### src/rtl/mem_pipe_stage.sv
// Memory-access pipeline stage: registers one instruction, waits for the data
// SRAM response on loads, formats load data and resolves exception outputs.
module mem_pipe_stage #(
  parameter logic [31:0] RESET_PC = 32'hBFC00000,
  parameter int          EXC_W    = 8
) (
  input  logic             clk,
  input  logic             resetn,
  input  logic             flush,
  input  logic             in_valid,
  output logic             in_ready,
  input  logic [5:0]       op,
  input  logic [31:0]      pc,
  input  logic [31:0]      aluout,
  input  logic [31:0]      rt_value,
  input  logic [4:0]       writereg,
  input  logic             regwrite,
  input  logic             memtoreg,
  input  logic             cp0_write,
  input  logic             is_in_slot,
  input  logic [EXC_W-1:0] exception_code,
  input  logic [31:0]      badaddr,
  input  logic             data_ok,
  input  logic [31:0]      rdata,
  output logic             out_valid,
  input  logic             out_ready,
  output logic [31:0]      result,
  output logic [31:0]      pc_out,
  output logic [4:0]       writereg_out,
  output logic             regwrite_out,
  output logic             cp0_write_out,
  output logic             is_in_slot_out,
  output logic [31:0]      excepttype,
  output logic [31:0]      badaddr_out
);

  localparam logic [5:0] OP_LB  = 6'b100000;
  localparam logic [5:0] OP_LH  = 6'b100001;
  localparam logic [5:0] OP_LWL = 6'b100010;
  localparam logic [5:0] OP_LW  = 6'b100011;
  localparam logic [5:0] OP_LBU = 6'b100100;
  localparam logic [5:0] OP_LHU = 6'b100101;
  localparam logic [5:0] OP_LWR = 6'b100110;

  typedef enum logic [1:0] {EMPTY, WAIT, FULL} state_t;

  typedef struct packed {
    logic [5:0]       op;
    logic [31:0]      pc;
    logic [31:0]      aluout;
    logic [31:0]      rt;
    logic [4:0]       writereg;
    logic             regwrite;
    logic             cp0_write;
    logic             is_in_slot;
    logic [EXC_W-1:0] exc;
    logic [31:0]      badaddr;
    logic             misalign;
  } entry_t;

  function automatic entry_t idle_entry();
    idle_entry    = '0;
    idle_entry.pc = RESET_PC;
  endfunction

  state_t      state;
  logic        drop_pending;
  entry_t      ent;
  entry_t      new_ent;
  logic        accept;
  logic        is_load_in;
  logic        misalign_in;
  logic        exc_pending_in;
  logic [31:0] load_data;
  logic [7:0]  byte_sel;
  logic [15:0] half_sel;
  logic [1:0]  addr_r;

  // Load classification is by opcode alone; memtoreg carries no extra meaning here.
  logic unused_memtoreg;
  assign unused_memtoreg = memtoreg;

  assign in_ready  = ~drop_pending & ((state == EMPTY) | ((state == FULL) & out_ready));
  assign out_valid = (state == FULL);
  assign accept    = in_valid & in_ready & ~flush;

  always_comb begin
    // NOTE: every always_comb output gets a default first so no latch is inferred.
    new_ent        = '0;
    is_load_in     = op inside {OP_LB, OP_LH, OP_LWL, OP_LW, OP_LBU, OP_LHU, OP_LWR};
    misalign_in    = ((op == OP_LH || op == OP_LHU) && aluout[0]) ||
                     ((op == OP_LW) && (aluout[1:0] != 2'b00));
    exc_pending_in = (exception_code != '0) || (pc[1:0] != 2'b00) || misalign_in;

    new_ent.op         = op;
    new_ent.pc         = pc;
    new_ent.aluout     = aluout;
    new_ent.rt         = rt_value;
    new_ent.writereg   = writereg;
    new_ent.regwrite   = regwrite & ~exc_pending_in;
    new_ent.cp0_write  = cp0_write & ~exc_pending_in;
    new_ent.is_in_slot = is_in_slot;
    new_ent.exc        = exception_code;
    new_ent.exc[6]     = exception_code[6] | misalign_in;
    new_ent.badaddr    = badaddr;
    new_ent.misalign   = misalign_in;
  end

  // Little-endian byte lanes; LWL/LWR merge the partial word into rt.
  always_comb begin
    addr_r    = ent.aluout[1:0];
    byte_sel  = rdata[{addr_r, 3'b000} +: 8];
    half_sel  = addr_r[1] ? rdata[31:16] : rdata[15:0];
    load_data = rdata;
    case (ent.op)
      OP_LB:   load_data = {{24{byte_sel[7]}}, byte_sel};
      OP_LBU:  load_data = {24'd0, byte_sel};
      OP_LH:   load_data = {{16{half_sel[15]}}, half_sel};
      OP_LHU:  load_data = {16'd0, half_sel};
      OP_LWL:  load_data = (rdata << {~addr_r, 3'b000}) |
                           (ent.rt & (32'hFFFF_FFFF >> ({1'b0, addr_r, 3'b000} + 6'd8)));
      OP_LWR:  load_data = (rdata >> {addr_r, 3'b000}) |
                           (ent.rt & ~(32'hFFFF_FFFF >> {addr_r, 3'b000}));
      default: load_data = rdata;
    endcase
  end

  always_ff @(posedge clk or negedge resetn) begin
    // NOTE: sequential state uses non-blocking assignments only.
    if (!resetn) begin
      state        <= EMPTY;
      drop_pending <= 1'b0;
      ent          <= idle_entry();
      result       <= '0;
    end else if (flush) begin
      state        <= EMPTY;
      // A flushed load still has a response in flight that must be swallowed.
      drop_pending <= (state == WAIT) | (drop_pending & ~data_ok);
      ent          <= idle_entry();
      result       <= '0;
    end else begin
      if (drop_pending && data_ok) drop_pending <= 1'b0;
      if (accept) begin
        ent    <= new_ent;
        result <= aluout;
        state  <= (is_load_in && !exc_pending_in) ? WAIT : FULL;
      end else if (state == WAIT && data_ok) begin
        result <= load_data;
        state  <= FULL;
      end else if (state == FULL && out_ready) begin
        state  <= EMPTY;
      end
    end
  end

  assign pc_out         = ent.pc;
  assign writereg_out   = ent.writereg;
  assign regwrite_out   = ent.regwrite;
  assign cp0_write_out  = ent.cp0_write;
  assign is_in_slot_out = ent.is_in_slot;
  assign badaddr_out    = (ent.pc[1:0] != 2'b00) ? ent.pc :
                          ent.misalign ? ent.aluout : ent.badaddr;

  // Exception bits: 7 int, 6 adel, 5 ades, 4 ov, 3 ri, 2 sys, 1 brk, 0 eret.
  always_comb begin
    excepttype = 32'd0;
    if (out_valid) begin
      if (ent.exc[7])                                excepttype = 32'h1;
      else if (ent.exc[6] || ent.pc[1:0] != 2'b00)   excepttype = 32'h4;
      else if (ent.exc[5])                           excepttype = 32'h5;
      else if (ent.exc[2])                           excepttype = 32'h8;
      else if (ent.exc[1])                           excepttype = 32'h9;
      else if (ent.exc[0])                           excepttype = 32'hE;
      else if (ent.exc[3])                           excepttype = 32'hA;
      else if (ent.exc[4])                           excepttype = 32'hC;
    end
  end

endmodule

### config.mk
export PLATFORM = sky130hd
export DESIGN_NAME = mem_pipe_stage
export DESIGN_NICKNAME = d
export VERILOG_FILES = /design/src/rtl/mem_pipe_stage.sv
export SDC_FILE = /design/constraint.sdc
export NUM_CORES = 1
export LEC_CHECK = 0
export BUFFER_PORTS_ARGS = -buffer_cell sky130_fd_sc_hd__clkbuf_2
export CORE_ASPECT_RATIO = 1.2
export CORE_MARGIN = 1
export CORE_UTILIZATION = 56
export CTS_CLUSTER_SIZE = 12
export DETAILED_ROUTE_END_ITERATION = 8
export PLACE_DENSITY = 0.87
export SLEW_MARGIN = 25
export SYNTH_ARGS = -nofsm -noshare
export SYNTH_HDL_FRONTEND = slang
export SYNTH_SLANG_ARGS = --single-unit
### constraint.sdc
create_clock -name clk -period 5.1 [get_ports clk]
set_clock_uncertainty 0.1 [all_clocks]
set_input_delay 0.255 -clock clk [delete_from_list [all_inputs] [get_ports clk]]
set_output_delay 0.255 -clock clk [all_outputs]
set_load 0.005 [all_outputs]
Word-level counts from Yosys, hierarchy flattened
Index checks and enable logic that the tools add are counted.
- mux-type cells: 25
- bitwise gates (word level): 20
- eq/ne operators: 15
- add/subtract/negate cells: 1
- shift operators: 5
- reduce and logical (&&, ||, !) cells: 22
- operator list (kind ; number):
    $mux W151 ; 2
    $mux W32 ; 6
    $pmux W32 S6 ; 1
    $eq A6 B6 Y1 const B ; 13
    $and A32 B32 Y32 ; 2
    $or A32 B32 Y32 ; 2
    $mux W4 ; 8
    $not A32 Y32 ; 1
    $shiftx A32 B6 Y8 ; 1
    $shl A32 B5 Y32 ; 1
    $shr A32 B5 Y32 ; 1
    $shr A32 B5 Y32 const A ; 1
    $shr A32 B6 Y32 const A ; 1
    $mux W16 ; 1
    $mux W2 ; 5
    $reduce_bool A2 Y1 ; 5
    $reduce_bool A8 Y1 ; 1
    $and A1 B1 Y1 ; 7
    $reduce_bool A7 Y1 ; 1
    $add A5 B4 Y6 const B ; 1
    $logic_and A1 B1 Y1 ; 6
    $logic_or A1 B1 Y1 ; 5
    $not A1 Y1 ; 4
    $reduce_bool A4 Y1 ; 1
    8 further kinds ; 11
- logic and storage cells: 102
- output and inout bits: 138
- bits in registers: 186

Depth between registers and ports, before layout
- depth after elaboration: 10
- depth in mapped cells: 8

Worst setup path after synthesis
OpenSTA, ideal clock, no wires.
- path type: register to register
- start point: register ent[149] (netlist name)
- end point: register result[4]
- path slack: 3.042 ns
- cell stages (with the launch flop): 8
- library setup time: 0.076 ns
- data required time: 4.924 ns
- data arrival time: 1.881 ns
- clock period less this slack: 2.058 ns
- cell sequence: dfrtp_1 > or3b_4 > or4b_4 > buf_6 > buf_8 > o211ai_2 > a21oi_1 > o21ai_1
- cells in the longest elaborated chain, start to end: 5
- elaborated cells between the ends (all ways): 10
- those cells by class: 6 x eq/ne; 4 x mux
- RTL lines (item ; RTL line ; RTL):
    from (decl) ; 68 ; entry_t ent;
    from (signal assigned) ; 133 ; ent <= idle_entry();
    from (signal assigned) ; 139 ; ent <= idle_entry();
    from (signal assigned) ; 144 ; ent <= new_ent;
    $eq A6 B6 Y1 ; 115 ; case (ent.op)
    $pmux W32 S6 (*) ; 115 ;
    $mux W32 (*) ; 147 ; end else if (state == WAIT && data_ok) begin
    $mux W32 (*) ; 143 ; if (accept) begin
    $mux W32 (*) ; 135 ; end else if (flush) begin
    to (signal assigned) ; 145 ; result <= aluout;
    to (signal assigned) ; 148 ; result <= load_data;
    to (decl) ; 27 ; output logic [31:0] result,
Every way passes the cells marked *; elsewhere a longest branch is shown, timed or not. The select of a mux whose other input is x is not followed.
A chain may end at the register's enable or synchronous reset.

Worst setup path after layout
- start point: register ent (netlist bit addr_r[1])
- end point: register result[18]
- cells in the longest elaborated chain, start to end: 8
- elaborated cells between the ends (all ways): 17
- those cells by class: 1 x add/sub; 5 x shift; 5 x mux; 6 x bitwise
- RTL lines (item ; RTL line):
    $add A5 B4 Y6 / $shr A32 B5 Y32 (equally long branches) ; 121, 123
    $shr A32 B6 Y32 / $not A32 Y32 (equally long branches) ; 121, 123
    $and A32 B32 Y32 (on tied branches) ; 121, 123
    $or A32 B32 Y32 (on tied branches) ; 120, 122
    $pmux W32 S6 (*) ; 115
    $mux W32 (*) ; 147
    $mux W32 (*) ; 143
    $mux W32 (*) ; 135
Marked as above.

==> impl_metrics.json <==
{
  "yosys_warnings": 0,
  "first_pass_iters": 6,
  "slew_headroom": 0.307,
  "timing.critical_path.from": "addr_r[1]",
  "grt_first_pass_wirelength_um": 53600,
  "pwr-share-comb": 0.192,
  "worst-slew-pin-transition_ns": 1.04,
  "nNetsFinal": 1483,
  "drv_cap": 0,
  "cp.required_ns": 5.29,
  "slew_viol_final": 0,
  "swShare": 0.289,
  "post_cts_resized": 0,
  "path_class": "reg2reg",
  "whs_endpoint": "ent[100]",
  "synth_area_leader_cell": "dfrtp_1",
  "clkTransAtPathRegs_ns": 0.06,
  "cts_made_buffers": 17,
  "grt_util_all_layers": 0.377,
  "synthDistinctLibCells": 58,
  "async_flop_share": 1.00,
  "max-vdd-ir-drop_mv": 0.226,
  "synth_xor_area_frac": 0,
  "vias": 9804,
  "placed_area_um2": 11300,
  "die_area_um2": 18500,
  "synth.avg_cell_area_um2": 10.6,
  "grt_pass1_vias": 9531,
  "io-pin-count": 327,
  "hold_violations": 0,
  "area.sequential_um2": 4670,
  "wl_per_cell_um": 23.0,
  "reg2reg_to": "result[18]",
  "synth_fa_ha_area_frac": 0,
  "fin_setup_tns_ns": 0,
  "cts_tree": "done",
  "finalSetupViolations": 0,
  "io_buffers": 297,
  "fp.dieW_um": 124,
  "drive_gt1_frac": 0.308,
  "grt_max_degree": 108,
  "cts_buffer_depth": 2,
  "initial_core_util": 0.573,
  "n_fill_cell": 1113,
  "r2r_setup_slack_ns": 2.18,
  "cp-end-kind": "flop",
  "whs_path_depth": 2,
  "p_seq_frac": 0.460,
  "grt_antenna_before_repair": 1,
  "power_density_nw_per_um2": 273,
  "netlist_area_um2": 10100,
  "drc": 0,
  "pwr-share-clk": 0.348,
  "drt-initial-drc-count": 1214,
  "ys.flop_type": "dfrtp_1",
  "yosys.area.top_type_share": 0.440,
  "start_kind": "flop",
  "timing.fmax_mhz": 343,
  "switchingPower_mw": 1.04,
  "cp_max_fo": 39,
  "worstPathArrival_ns": 3.10,
  "outcome": "completed",
  "coreArea_um2": 17600,
  "insertion_delay_ns": 0.43,
  "syn_inst": 948,
  "min_period_ns": 2.92,
  "timing.final.crit_share": 0.572,
  "overflow": 0,
  "drt-vias-per-instance": 6.42,
  "synth_enable_flop_cells": 0,
  "worst_r2r_path_depth": 5,
  "synthMuxAreaShare": 0.118,
  "dp.final_hpwl_um": 22300,
  "hp-start": "aluout[19]",
  "rr_startpoint": "addr_r[1]",
  "ys_seq_elements": 186,
  "row_count": 53,
  "p_leak_nw": 6.16,
  "ctsHtreeMaxLevel": 4,
  "ant_nets": 0,
  "hp-class": "in2reg",
  "synth_area_leaders": "dfrtp_1 (44%), a22o_1 (12%), mux2i_1 (7.1%)",
  "synth_seq_area_share": 0.464,
  "intPower_mw": 2.56,
  "rsz0062_at_grt": "no",
  "cts.sinks": 186,
  "synth_compound_area_frac": 0.254,
  "synth_top_family_by_area": "compound AO/OA/AOI/OAI gates",
  "cts_root_buf": "clkbuf_16",
  "die_h_um": 149,
  "final_area_um2": 13200,
  "synthSimpleGateAreaFrac": 0.0771,
  "area_growth_pct": 31.2,
  "gp_congestion": 0.947,
  "multi_input_area_um2": 4690,
  "finalWirelength_um": 35100
}
==> cell usage in the layout (no fill, tap or decap), types with 8 or more instances in the layout <==
master / Yosys / layout
clkbuf_2: 0 / 296
dfrtp_1: 177 / 174
a22o_1: 139 / 139
dlygate4sd3_1: 0 / 138
o21ai_0: 106 / 106
mux2i_1: 71 / 71
nand2_1: 53 / 53
nor2_1: 32 / 32
a22oi_1: 32 / 32
conb_1: 1 / 28
a21oi_1: 20 / 18
nor3_1: 18 / 17
clkbuf_16: 0 / 17
mux4_2: 16 / 16
buf_4: 68 / 12
nor2b_1: 11 / 11
mux2_2: 10 / 10
o21ai_1: 9 / 9
and3_1: 9 / 9
o22a_1: 9 / 9
dfstp_2: 9 / 9
inv_1: 8 / 8
==> final cells by class <==
cell class	count	area share
diodes	1	0.000190
flip-flops and latches	186	0.354
well taps	220	0.0208
multi-input cells	633	0.355
clock buffers	20	0.0353
clock inverters	12	0.00663
repair buffers	448	0.226
inverters	8	0.00227
==> flip-flops by register name, summed over array words and instances (netlist names) <==
signal and flops:
cp0_write_out 1, regwrite_out 1, ent 109, is_in_slot_out 1
addr_r 2, state 2, result 32, writereg_out 5
drop_pending 1, pc_out 32
==> worst max-delay path, cell delays in order, from the launching register on <==
cell and delay [ns]:
dfrtp_2 0.88, buf_4 0.54, mux4_2 0.37, and2b_1 0.16
a2111oi_0 0.57, o21ai_0 0.14
==> per-layer routing <==
layer  wire, um  share of wire  vias to the layer above  GRT usage
met5          0              0                        -          0
met4       2440          0.069                        0      0.248
met3       2860          0.081                      169     0.0671
met2      17000           0.48                      714      0.618
met1      12800           0.37                     4749      0.461
li1           -              -                     4172          -
==> metrics by stage <==
stage               worst slack, ns  power, mW   util  cells  hold WS (ns)
global placement               2.25       2.23  0.640   1357         0.212
global route                   2.05       3.73  0.751   1528        0.0122
floorplan                      3.04       2.00      -    975        -0.141
finish                         2.18       3.60  0.751   1528       0.00834
CTS                            2.21       3.58  0.751   1527       0.00451
detailed placement             2.21       2.25  0.641   1357         0.209
==> worst max-delay path by stage <==
stage | to | slack (ns) | cells past startpoint
2_1_floorplan | result[4] | 3.04 | 7
3_3_place_gp | result[18] | 2.25 | 5
3_5_place_dp | result[18] | 2.21 | 5
4_1_cts | result[18] | 2.21 | 5
5_1_grt | result[18] | 2.05 | 5
6_report | result[18] | 2.18 | 5
==> Yosys cell counts (all sizes together) (8+ instances only) <==
| master | number |
|---|---|
| a21oi | 20 |
| a22o | 139 |
| a22oi | 32 |
| and3 | 9 |
| buf | 90 |
| clkbuf | 58 |
| dfrtp | 177 |
| dfstp | 9 |
| inv | 8 |
| mux2 | 10 |
| mux2i | 71 |
| mux4 | 16 |
| nand2 | 53 |
| nor2 | 32 |
| nor2b | 11 |
| nor3 | 18 |
| o21ai | 115 |
| o22a | 9 |
==> logic make-up (layout without fill, tap and decap cells) <==
group | Yosys count | after routing
buf+inv | 156 | 488
other cells | 1 | 29
simple gates | 156 | 156
compound gates | 352 | 352
mux | 97 | 97
flops | 186 | 186
==> power groups by stage <==
stage                     combinational, mW  sequential (mW)  clock [mW]
after floorplan                       0.361             1.64           0
after global routing                  0.738             1.66        1.33
after detailed placement              0.578             1.67           0
final                                 0.692             1.65        1.25
after global placement                0.566             1.67           0
after CTS                             0.666             1.65        1.27
==> what timing repair did <==
action                                 4_1_cts  5_1_grt
endpoints found under the hold margin      218        0
buffers inserted                             0        0
hold buffers                               138        0
Power figures use the tool's default switching activity.
